File: src/rtl/io_loader_pkg.sv
// io_loader_pkg: shared types and constants for the parameter loader.
//   state_t     : loader FSM states (IDLE, LOAD, CHECK, DONE)
//   ERR_*       : err_code values reported at the end of a load
//   RGN_*       : region indices (CNN, FC, IMG)
// Optional feature macro: IO_LOADER_CHECKSUM_EN (CHECK state only used when defined).
package io_loader_pkg;

    typedef enum logic [1:0] {
        IDLE  = 2'd0,
        LOAD  = 2'd1,
        CHECK = 2'd2,
        DONE  = 2'd3
    } state_t;

    localparam logic [1:0] ERR_NONE    = 2'd0;
    localparam logic [1:0] ERR_EARLY   = 2'd1;  // s_last before the expected final word
    localparam logic [1:0] ERR_MISSING = 2'd2;  // final word arrived without s_last
    localparam logic [1:0] ERR_CSUM    = 2'd3;  // checksum word disagrees with payload sum

    localparam int RGN_CNN = 0;
    localparam int RGN_FC  = 1;
    localparam int RGN_IMG = 2;

endpackage

File: src/rtl/io_prio_enc.sv
// io_prio_enc: lowest-set-bit priority encoder.
//   req [N-1:0] in  : request vector
//   idx [W-1:0] out : index of the lowest set bit (0 when none)
//   any         out : at least one request bit set
module io_prio_enc #(
    parameter int N = 3,
    parameter int W = 2
) (
    input  logic [N-1:0] req,
    output logic [W-1:0] idx,
    output logic         any
);

    // Scan from the top down so the lowest set bit is the last to write idx.
    always_comb begin
        idx = '0;
        for (int i = N - 1; i >= 0; i--) begin
            if (req[i]) idx = W'(i);
        end
    end

    assign any = |req;

endmodule

File: src/rtl/io_param_loader.sv
// io_param_loader: streams words from a valid/ready source into the parameter
// memory for one of NUM_REGIONS regions, length-checked against word_cnt.
// Optional feature macro: IO_LOADER_CHECKSUM_EN -- an extra trailing checksum
// word (sum of payload mod 2^DATA_W) is accepted, compared and not written.
// Ports:
//   clk, rst_n                 clock, asynchronous active-low reset
//   start[NUM_REGIONS]         one-cycle load request (lowest set bit wins)
//   base_addr, word_cnt        load parameters, sampled with start
//   s_valid/s_ready/s_data/s_last  input word stream
//   mem_we/mem_addr/mem_wdata/mem_region  registered memory write port
//   busy                       load in progress
//   finish[NUM_REGIONS]        sticky per-region success flag
//   done_pulse                 one-cycle end-of-load strobe
//   err, err_code              outcome of the last load
module io_param_loader
    import io_loader_pkg::*;
#(
    parameter int DATA_W      = 16,
    parameter int ADDR_W      = 16,
    parameter int CNT_W       = 16,
    parameter int NUM_REGIONS = 3,
    parameter int RGN_W       = 2
) (
    input  logic                   clk,
    input  logic                   rst_n,
    input  logic [NUM_REGIONS-1:0] start,
    input  logic [ADDR_W-1:0]      base_addr,
    input  logic [CNT_W-1:0]       word_cnt,
    input  logic                   s_valid,
    output logic                   s_ready,
    input  logic [DATA_W-1:0]      s_data,
    input  logic                   s_last,
    output logic                   mem_we,
    output logic [ADDR_W-1:0]      mem_addr,
    output logic [DATA_W-1:0]      mem_wdata,
    output logic [RGN_W-1:0]       mem_region,
    output logic                   busy,
    output logic [NUM_REGIONS-1:0] finish,
    output logic                   done_pulse,
    output logic                   err,
    output logic [1:0]             err_code
);

    state_t            state, state_nxt;
    logic [1:0]        code_nxt;
    logic [RGN_W-1:0]  rgn, enc_idx;
    logic              enc_any;
    logic [ADDR_W-1:0] base;
    logic [CNT_W-1:0]  cnt, idx;
    logic              hs, last_pay;
`ifdef IO_LOADER_CHECKSUM_EN
    logic [DATA_W-1:0] acc;
`endif

    io_prio_enc #(.N(NUM_REGIONS), .W(RGN_W)) u_enc (
        .req (start),
        .idx (enc_idx),
        .any (enc_any)
    );

    assign s_ready    = (state == LOAD) || (state == CHECK);
    assign hs         = s_valid & s_ready;
    // Only evaluated in LOAD, where cnt is known non-zero.
    assign last_pay   = (idx == cnt - CNT_W'(1));
    assign busy       = (state != IDLE);
    assign done_pulse = (state == DONE);
    assign mem_region = rgn;

    always_comb begin
        state_nxt = state;
        code_nxt  = err_code;
        case (state)
            IDLE: begin
                if (enc_any) begin
                    code_nxt  = ERR_NONE;
                    state_nxt = (word_cnt == '0) ? DONE : LOAD;
                end
            end
            LOAD: begin
                if (hs) begin
                    if (last_pay) begin
`ifdef IO_LOADER_CHECKSUM_EN
                        // s_last belongs on the checksum word, not the payload.
                        if (s_last) begin
                            code_nxt  = ERR_EARLY;
                            state_nxt = DONE;
                        end else begin
                            state_nxt = CHECK;
                        end
`else
                        if (!s_last) code_nxt = ERR_MISSING;
                        state_nxt = DONE;
`endif
                    end else if (s_last) begin
                        code_nxt  = ERR_EARLY;
                        state_nxt = DONE;
                    end
                end
            end
            CHECK: begin
`ifdef IO_LOADER_CHECKSUM_EN
                if (hs) begin
                    state_nxt = DONE;
                    if (!s_last)          code_nxt = ERR_MISSING;
                    else if (s_data != acc) code_nxt = ERR_CSUM;
                end
`else
                // Unreachable without the checksum feature.
                state_nxt = IDLE;
`endif
            end
            DONE: state_nxt = IDLE;
        endcase
    end

    always_ff @(posedge clk or negedge rst_n) begin
        if (!rst_n) begin
            state     <= IDLE;
            err_code  <= ERR_NONE;
            err       <= 1'b0;
            finish    <= '0;
            rgn       <= '0;
            base      <= '0;
            cnt       <= '0;
            idx       <= '0;
            mem_we    <= 1'b0;
            mem_addr  <= '0;
            mem_wdata <= '0;
`ifdef IO_LOADER_CHECKSUM_EN
            acc       <= '0;
`endif
        end else begin
            state    <= state_nxt;
            err_code <= code_nxt;
            mem_we   <= 1'b0;
            case (state)
                IDLE: begin
                    if (enc_any) begin
                        rgn             <= enc_idx;
                        base            <= base_addr;
                        cnt             <= word_cnt;
                        idx             <= '0;
                        finish[enc_idx] <= 1'b0;
                        err             <= 1'b0;
`ifdef IO_LOADER_CHECKSUM_EN
                        acc             <= '0;
`endif
                    end
                end
                LOAD: begin
                    if (hs) begin
                        mem_we    <= 1'b1;
                        mem_addr  <= base + ADDR_W'(idx);  // wraps modulo 2^ADDR_W
                        mem_wdata <= s_data;
                        idx       <= idx + CNT_W'(1);
`ifdef IO_LOADER_CHECKSUM_EN
                        acc       <= acc + s_data;
`endif
                    end
                end
                DONE: begin
                    if (err_code == ERR_NONE) finish[rgn] <= 1'b1;
                    err <= (err_code != ERR_NONE);
                end
                default: ;
            endcase
        end
    end

endmodule

File: config.mk
export PLATFORM = sky130hd
export DESIGN_NAME = io_param_loader
export DESIGN_NICKNAME = d
export VERILOG_FILES = /design/src/rtl/io_loader_pkg.sv /design/src/rtl/io_prio_enc.sv /design/src/rtl/io_param_loader.sv
export SDC_FILE = /design/constraint.sdc
export NUM_CORES = 1
export LEC_CHECK = 0
export ABC_AREA = 1
export BUFFER_PORTS_ARGS = -buffer_cell sky130_fd_sc_hd__buf_4
export CORE_ASPECT_RATIO = 0.9
export CORE_MARGIN = 4
export CORE_UTILIZATION = 45
export CTS_CLUSTER_DIAMETER = 100
export DETAILED_ROUTE_END_ITERATION = 7
export PLACE_DENSITY = 0.71
export REMOVE_ABC_BUFFERS = 1
export SLEW_MARGIN = 20
export SYNTH_ARGS = -nofsm -noshare
export SYNTH_HDL_FRONTEND = slang
export SYNTH_SLANG_ARGS = --single-unit
File: constraint.sdc
create_clock -name clk -period 2 [get_ports clk]
set_clock_uncertainty 0.1 [all_clocks]
set_input_delay 0.4 -clock clk [delete_from_list [all_inputs] [get_ports clk]]
set_output_delay 0.4 -clock clk [all_outputs]
set_load 0.02 [all_outputs]
After elaboration in Yosys (flattened, before gate mapping)
Index checks and enable logic that the tools add are counted.

operators by class
  bitwise gates (word level) = 4
  muxes and demuxes = 29
  magnitude comparators = 4
  reductions and logical operators = 19
  eq/ne operators = 9
  add/sub/neg operators = 3

operators by type and width
  cell                     number
  $mux W16                 2
  $pmux W16 S2             1
  $mux W2                  13
  $add A16 B1 Y16 const B  1
  $add A16 B16 Y16         1
  $eq A16 B16 Y1           1
  $logic_not A16 Y1        1
  $sub A16 B1 Y16 const B  1
  $reduce_and A3 Y1        3
  $reduce_bool A2 Y1       4
  $lt A2 B3 Y1 const B     2
  $mux W3                  2
  $ne A3 B3 Y1 const B     2
  $pmux W2 S3              1
  $pmux W3 S2              1
  $reduce_and A2 Y1        3
  $mux W1                  5
  $reduce_and A5 Y1        1
  $demux W1 S2             2
  $eq A2 B2 Y1 const B     2
  $ge A2 B1 Y1 const B     2
  $logic_not A2 Y1         2
  $ne A2 B2 Y1 const B     2
  $pmux W2 S2              1
  11 further kinds         12

word-level totals
  input bits = 55
  logic and storage cells = 79
  flip-flop bits (word level) = 91

Depth between registers and ports, before layout
Gate-level depths: netlist (run 1).

  depth after elaboration = 11
  gate-level depth with buffers = 16
  gate-level depth less buffers = 16

By module
Synthesis (run 1) repeated with hierarchy kept, for this count alone.

unflattened totals
  cells, all modules = 637
  area total of the unflattened synthesis = 5127.4 um^2

modules (own cells, without submodules)
  module           seq. area each (um^2)  cells each  times used  area an instance (um^2)
  io_param_loader  2277.2                 630         1           5096.1
  io_prio_enc      0.0                    7           1           31.3

Worst setup path before layout (run 1)
OpenSTA, ideal clock, no wires.

  path kind = register -> register
  from = register idx[0]
  to = register mem_addr[12]
  data required time = 1764 ps
  setup time = 136 ps
  setup slack = -67 ps
  data arrival time = 1831 ps
  cell stages (with the launch flop) = 13
  cells stage by stage = dfrtp_1 -> ha_1 -> inv_1 -> fa_1 -> inv_1 -> nand3_1 -> nand2_1 -> a21oi_1 -> nor2_1 -> o2bb2ai_1 -> o21ai_0 -> xor2_1 -> o21ai_0

on the way
  word-level cells in the longest chain between the ends = 1

RTL lines
  what                    line                    text
  from (decl)             io_param_loader.sv:49   logic [CNT_W-1:0] cnt, idx;
  from (signal assigned)  io_param_loader.sv:155  idx <= idx + CNT_W'(1);
  $add A16 B16 Y16        io_param_loader.sv:153  mem_addr <= base + ADDR_W'(idx);
  to (signal assigned)    io_param_loader.sv:153
  to (decl)               io_param_loader.sv:34   output logic [ADDR_W-1:0] mem_addr,

Every way passes these cells.
A chain may end at the register's enable or synchronous reset.

Worst setup path in the final report (run 1)
  from = register cnt[2]
  to = register err_code[0]

on the way
  word-level cells in the longest chain between the ends = 5
  elaborated cells on any way between the ends = 8
  classes of those cells = add/sub: 1; eq/ne: 3; mux: 3; reduce/logical: 1

RTL lines
  what                    line                    text
  from (decl)             io_param_loader.sv:49
  from (signal assigned)  io_param_loader.sv:141  cnt <= word_cnt;
  $sub A16 B1 Y16 *       io_param_loader.sv:64   assign last_pay = (idx == cnt - CNT_W'(1));
  $eq A16 B16 Y1 *        io_param_loader.sv:64
  $mux W2                 io_param_loader.sv:81   if (last_pay) begin
  $mux W2                 io_param_loader.sv:80   if (hs) begin
  $pmux W2 S2             io_param_loader.sv:72   case (state)
  to (signal assigned)    io_param_loader.sv:134  err_code <= code_nxt;
  to (decl)               io_param_loader.sv:41   output logic [1:0] err_code

Mark *: on every way between the ends. The rest lies on a longest branch, timed or not. The select of a mux whose other input is x is not followed.

==> reports/qor.yml, run 1 <==
power:
  comb_power_share: 0.550
  power.net_switching_mw: 4.98
  leakagePower_nw: 3.81
  power_density_nw_per_um2: 1490
  pwr-share-seq: 0.288
  cellInternalPower_mw: 6.16
  power_frac_clock: 0.162
  worst_ir_drop_vdd_uv: 574
  p_sw_frac: 0.447
timing:
  finalSetupViolCount: 5
  hold_slack_ns: 0.137
  final_hold_viol_count: 0
  worst_slew_margin_rel: 0.655
  grt_setup_unrepaired: "true"
  clock.fmax_mhz: 483
  maxSlewViolCount: 0
  part_of_the_cycle_the_worst_path_needs: 1.04
  final_period_minus_worst_setup_slack_ns: 2.07
  worstMarginPinSlew_ns: 0.517
  setup_ws_ns: -0.0724
drt:
  via_count: 5197
  firstDrtPassIters: 5
  wl_per_cell_um: 14.4
  totalWireLength_um: 14900
  detail_route.iter0.violations: 312
  via_density_per_instance: 5.02
  final_antenna_net_count: 0
  drcViolationCount: 0
finish:
  layout.nets: 952
  area.growth.synth_to_final_pct: 39.7
  ratio_of_cells_with_drive_above_1_in_the_final_layout: 0.333
  diodes: 0
  utilization_after_layout: 0.650
synth:
  synth_flop_cell: "dfrtp_1"
  postSynthCellCount: 710
  count_of_warnings_emitted_by_yosys: 0
  synth_largest_type_area_fraction: 0.424
  yosys.cell_count.top_type: "nand2_1"
  ys_seq_area_frac: 0.424
  post-synth-top-area-cell: "dfrtp_1"
  ys_ff_latch: 91
  mapped_area_um2: 5370
  async_flop_share: 1.00
  synth.top_cells.by_count: "nand2_1 (257), dfrtp_1 (91), inv_1 (63)"
  synth_top_cells_by_area: "dfrtp_1 (42%), nand2_1 (18%), ha_1 (4.9%)"
  synth.distinct_cells: 44
  syn_avg_cell_area_um2: 7.56
  synth_enable_flop_cells: 0
min_path:
  worstHoldPathType: "primary input to flop"
floorplanning:
  pin_count: 99
  num_rows: 37
  die_area_um2: 13700
  die_w_um: 123
  floorplan.initialDensity: 0.466
  core_area_um2: 11500
  dieHeight_um: 112
clock_tree:
  h_tree_depth: 3
  clk_transition_reported_paths_ns: 0.07
  cts_tree: "yes"
  cts_root_buffer: "clkbuf_16"
  tritoncts.num_buffers: 9
  worstSkewPairLatency_ns: 0.36
  clock_tree.buffer_depth: 2
  cts_num_sinks: 91
critical_path:
  critical_path_class: "flop to flop"
  critPathCaptureType: "flop"
  cp.buffers_inverters: 2
  r2r_setup_slack_ns: -0.07
  timing.critical_path.slowest_cell_delay_ns: 0.46
  cp_slowest_cell: "dfrtp_1"
  path_max_fanout: 4
  setup.worst_path.start_class: "flop"
  crit_chain: "nor2_4 > nand2_4 > inv_4 > nand2_4 > nand2_4 > nand2_2 > nand2_2 > buf_4 > nand2_2 > nor2_4 > nand3b_4 > nor2_4 > nand3_2 > nand3_2 > nand2_1 > nand2_1"
  worst-endpoint-required_ns: 2.19
  cpLargestDelayFamily: "simple AND/OR/NAND/NOR gates"
  timing.critical_path.arrival_ns: 2.26
grt:
  maximum_number_of_pins_on_one_net_before_global_route_repair: 39
  grt_util_all_layers: 0.214
  grt.overflow.total: 0
  vias_in_the_first_global_route: 5090
  antenna_found_initial: 0
  first_pass_grt_wire_length_um: 23700
status:
  failing_checks: "setup timing"
  result_of_the_run: "finished, violations left"
placement:
  numPortBuffers: 98
  preCtsSetupSlack_ns: -0.140
  detailed_placement_hpwl_um: 10600
  gpl.final_weighted_congestion: 0.920
run:
  cap_viol_max_count: 0
final timing paths:
path	start	endpoint	depth (start not counted)
worst max-delay path	cnt[2]	err_code[0]	16
worst min-delay path	s_data[12]	mem_wdata[12]	3
worst max register to register	cnt[2]	err_code[0]	16
worst min register to register	mem_wdata[10]	mem_wdata[10]	2
max in group asynchronous	rst_n	mem_wdata[10]	3
min in group asynchronous	rst_n	mem_wdata[11]	2
worst reg2reg max path, delay by kind of cell (launching register included):
family                 cells  cell delay (ns)
flip-flops                 1             0.46
buffers and inverters      2             0.20
AND/OR/NAND/NOR           14             1.23
power by group through the flow:
| stage | logic [mW] | registers (mW) | clock network (mW) |
|---|---|---|---|
| after detailed placement | 5.31 | 3.15 | 0 |
| final | 6.13 | 3.21 | 1.80 |
| after floorplan | 2.89 | 3.49 | 0 |
| after CTS | 5.57 | 3.15 | 1.82 |
| after global placement | 5.17 | 3.13 | 0 |
| after global routing | 6.76 | 3.31 | 1.93 |
per-stage QoR:
step	TNS (ns)	power, mW	cells	area, µm²
after detailed placement	-0.639	8.46	1000	6660
after floorplan	-76.71	6.38	694	5300
final	-0.237	11.1	1036	7500
after global placement	-0.197	8.30	1000	6660
after CTS	-0.0560	10.5	1022	7120
after global routing	-1.56	12.0	1036	7500
layout make-up:
class | count | area (µm²)
fillers | 973 | 4030
multi-input cells | 534 | 3140
flip-flops and latches | 91 | 2280
repair buffers | 170 | 1310
inverters | 69 | 262
clock buffers | 10 | 239
well taps | 156 | 195
clock inverters | 6 | 71.3
placed cells by master (no fill, tap or decap), types with 4 or more instances in the layout:
| master | count |
|---|---|
| nor3_1 | 6 |
| o31ai_1 | 4 |
| nand2_1 | 249 |
| ha_1 | 9 |
| clkbuf_16 | 9 |
| nor2_1 | 48 |
| inv_1 | 55 |
| nand3_2 | 10 |
| nor2_4 | 13 |
| dfrtp_1 | 91 |
| o21ai_1 | 5 |
| a21oi_2 | 8 |
| nand4_1 | 11 |
| inv_2 | 13 |
| buf_4 | 165 |
| xor2_1 | 9 |
| nor2_2 | 6 |
| o21ai_2 | 9 |
| a21oi_1 | 13 |
| nand3_1 | 25 |
| xnor2_1 | 11 |
| nand2_4 | 4 |
| ha_4 | 9 |
| nand2_2 | 12 |
| o21ai_0 | 37 |
flip-flops by register name (all words and copies together) (netlist names):
register,count
finish,3
base,16
err,1
idx,16
err_code,2
state,2
mem_region,2
mem_addr,16
mem_we,1
cnt,16
mem_wdata,16
metal layers:
metal / GRT usage / vias up / share of wire
li1: - / 2605 / -
met1: 0.288 / 2430 / 0.45
met2: 0.354 / 139 / 0.48
met3: 0.0350 / 23 / 0.048
met4: 0.0657 / 0 / 0.018
met5: 0 / - / 0
cell families (layout without fill, tap and decap cells):
| logic type | Yosys count | after routing | share of synthesized area |
|---|---|---|---|
| buf+inv | 85 | 255 | 0.0613 |
| compound gates | 92 | 92 | 0.0975 |
| fa+ha+maj | 22 | 22 | 0.0527 |
| simple gates | 400 | 400 | 0.332 |
| xor+xnor | 20 | 20 | 0.0326 |
| flops | 91 | 91 | 0.424 |
repair_timing:
action / in CTS / in global routing
pin swaps: 16 / 43
setup buffers: 5 / 14
hold buffers: 1 / 0
resized for setup: 29 / 62
setup endpoints to repair: 14 / 24
hold endpoints to repair: 31 / 0
Note: power is estimated with default switching activity, not from simulation.
==> run 2: changes to the inputs <==
- PLACE_DENSITY: 0.71 -> 0.72
- SYNTH_HIERARCHICAL: not set -> 1
==> run 2 against run 1 <==
Effect of this change: the flow still finishes with violations (setup timing); largest power group unchanged; total power is 5.0% lower; final area is 2.2% lower; critical endpoint is now mem_addr[10]; sequential share of layout area is 0.69 points higher; global-route usage is 0.074 points lower; worst hold slack worse by 0.011 ns.
==> reports/qor.yml, run 2 <==
synth:
  synth.top_cells.by_count: "nand2_1 (173), dfrtp_1 (91), inv_1 (70)"
  synth.distinct_cells: 40
  async_flop_share: 1.00
  count_of_warnings_emitted_by_yosys: 6
  yosys.cell_count.top_type: "nand2_1"
  ys_seq_area_frac: 0.444
  synth_enable_flop_cells: 0
  synth_flop_cell: "dfrtp_1"
  synth_top_cells_by_area: "dfrtp_1 (44%), nand2_1 (13%), inv_1 (5.1%)"
  postSynthCellCount: 637
  syn_avg_cell_area_um2: 8.05
  post-synth-top-area-cell: "dfrtp_1"
  ys_ff_latch: 91
  mapped_area_um2: 5130
  synth_largest_type_area_fraction: 0.444
timing:
  part_of_the_cycle_the_worst_path_needs: 1.03
  final_hold_viol_count: 0
  finalSetupViolCount: 9
  hold_slack_ns: 0.126
  setup_ws_ns: -0.0627
  final_period_minus_worst_setup_slack_ns: 2.06
  grt_setup_unrepaired: "true"
  clock.fmax_mhz: 485
  worstMarginPinSlew_ns: 0.432
  maxSlewViolCount: 0
  worst_slew_margin_rel: 0.712
power:
  leakagePower_nw: 3.74
  total_power_mw: 10.6
  power_density_nw_per_um2: 1440
  worst_ir_drop_vdd_uv: 664
floorplanning:
  core_area_um2: 11000
  floorplan.initialDensity: 0.467
  die_w_um: 121
  dieHeight_um: 109
  num_rows: 36
  pin_count: 99
  die_area_um2: 13200
drt:
  firstDrtPassIters: 4
  totalWireLength_um: 13800
  wl_per_cell_um: 14.2
  final_antenna_net_count: 0
  via_density_per_instance: 5.07
  drcViolationCount: 0
  via_count: 4920
  detail_route.iter0.violations: 300
critical_path:
  critical_path_class: "flop to flop"
  timing.critical_path.arrival_ns: 2.25
  critPathCaptureType: "flop"
  path_max_fanout: 4
  setup.worst_path.start_class: "flop"
  worst-endpoint-required_ns: 2.19
finish:
  diodes: 0
  layout.nets: 890
  utilization_after_layout: 0.668
  post-route-cell-area_um2: 7340
  final_cell_count_no_fill: 971
  filler_cell_count: 887
  area.growth.synth_to_final_pct: 43.1
  ratio_of_cells_with_drive_above_1_in_the_final_layout: 0.370
  final_cell_mix: "buf_4 (173), nand2_1 (165), dfrtp_1 (90)"
  final_common_cell: "buf_4"
clock_tree:
  tritoncts.num_buffers: 9
  clk_transition_reported_paths_ns: 0.08
  h_tree_depth: 3
  cts_root_buffer: "clkbuf_16"
  worstSkewPairLatency_ns: 0.36
  cts_num_sinks: 91
  clock_tree.buffer_depth: 2
  cts_tree: "yes"
placement:
  post-place-cells: 935
  detailed_placement_hpwl_um: 9870
  numPortBuffers: 98
  post_dp_cell_area_um2: 6510
  gpl.final_weighted_congestion: 0.965
grt:
  grt_util_all_layers: 0.213
  vias_in_the_first_global_route: 4878
  maximum_number_of_pins_on_one_net_before_global_route_repair: 36
  grt.overflow.total: 0
  antenna_found_initial: 0
  first_pass_grt_wire_length_um: 22500
min_path:
  worstHoldPathType: "primary input to flop"
run:
  cap_viol_max_count: 0
status:
  result_of_the_run: "finished, violations left"
  failing_checks: "setup timing"
## run 2: kinds of logic after synthesis
logic type	after synthesis	synth area share
multiplexers	18	0.0395
XOR/XNOR	25	0.0427
AO/OA/AOI/OAI	90	0.0981
buffers and inverters	87	0.0654
flip-flops	91	0.444
AND/OR/NAND/NOR	305	0.257
adder cells (fa/ha/maj)	21	0.0527
## run 2: final timing paths
kind	start	to	slack [ns]	cells past startpoint
setup / recovery	base[0]	mem_addr[10]	-0.06	13
hold / removal	s_data[14]	mem_wdata[14]	0.13	3
setup reg to reg	base[0]	mem_addr[10]	-0.06	13
hold reg to reg	mem_wdata[11]	mem_wdata[11]	0.39	2
max in group asynchronous	rst_n	mem_wdata[7]	0.79	3
min in group asynchronous	rst_n	base[2]	0.42	2
## run 2: metal layers
layer  up-vias  routed length, µm  track usage
met5         -                  0            0
met4         0                236       0.0558
met1      2345               6120        0.270
li1       2431                  -            -
met2       122               6700        0.360
met3        22                756       0.0633
## run 2: worst max-delay path, stage by stage (launching register included)
cell,delay (ns)
dfrtp_1,0.36
ha_2,0.19
inv_2,0.04
fa_2,0.33
inv_2,0.07
nand2_2,0.05
nand2_1,0.06
nand2_1,0.06
nand2_2,0.08
a21oi_4,0.07
nor2_2,0.11
o22ai_2,0.10
or2_4,0.27
a31oi_4,0.12
## run 2: layout make-up
| class | count | area [µm²] | share of cell area |
|---|---|---|---|
| clock buffers | 9 | 225 | 0.0307 |
| clock inverters | 7 | 81.3 | 0.0111 |
| inverters | 73 | 274 | 0.0373 |
| multi-input cells | 459 | 2880 | 0.392 |
| flip-flops and latches | 91 | 2280 | 0.311 |
| well taps | 152 | 190 | 0.0259 |
| repair buffers | 180 | 1410 | 0.192 |
## run 2: power breakdown
group / switching [mW] / internal, mW
clock: 0.846 / 0.891
sequential: 0.574 / 2.60
combinational: 3.07 / 2.60
total: 4.49 / 6.09
## run 2: repair_timing
item | CTS | global route
hold buffers | 1 | 0
endpoints found under the setup margin | 14 | 23
pin swaps | 19 | 26
gates resized for setup | 43 | 51
buffers inserted | 8 | 12
endpoints found under the hold margin | 28 | 0
## run 2: stage by stage
stage / setup TNS, ns / setup slack [ns]
after floorplan: -15.88 / -0.439
after global placement: -0.604 / -0.138
after detailed placement: -1.36 / -0.217
after CTS: -0.452 / -0.116
after global routing: -2.02 / -0.200
final: -0.294 / -0.0627
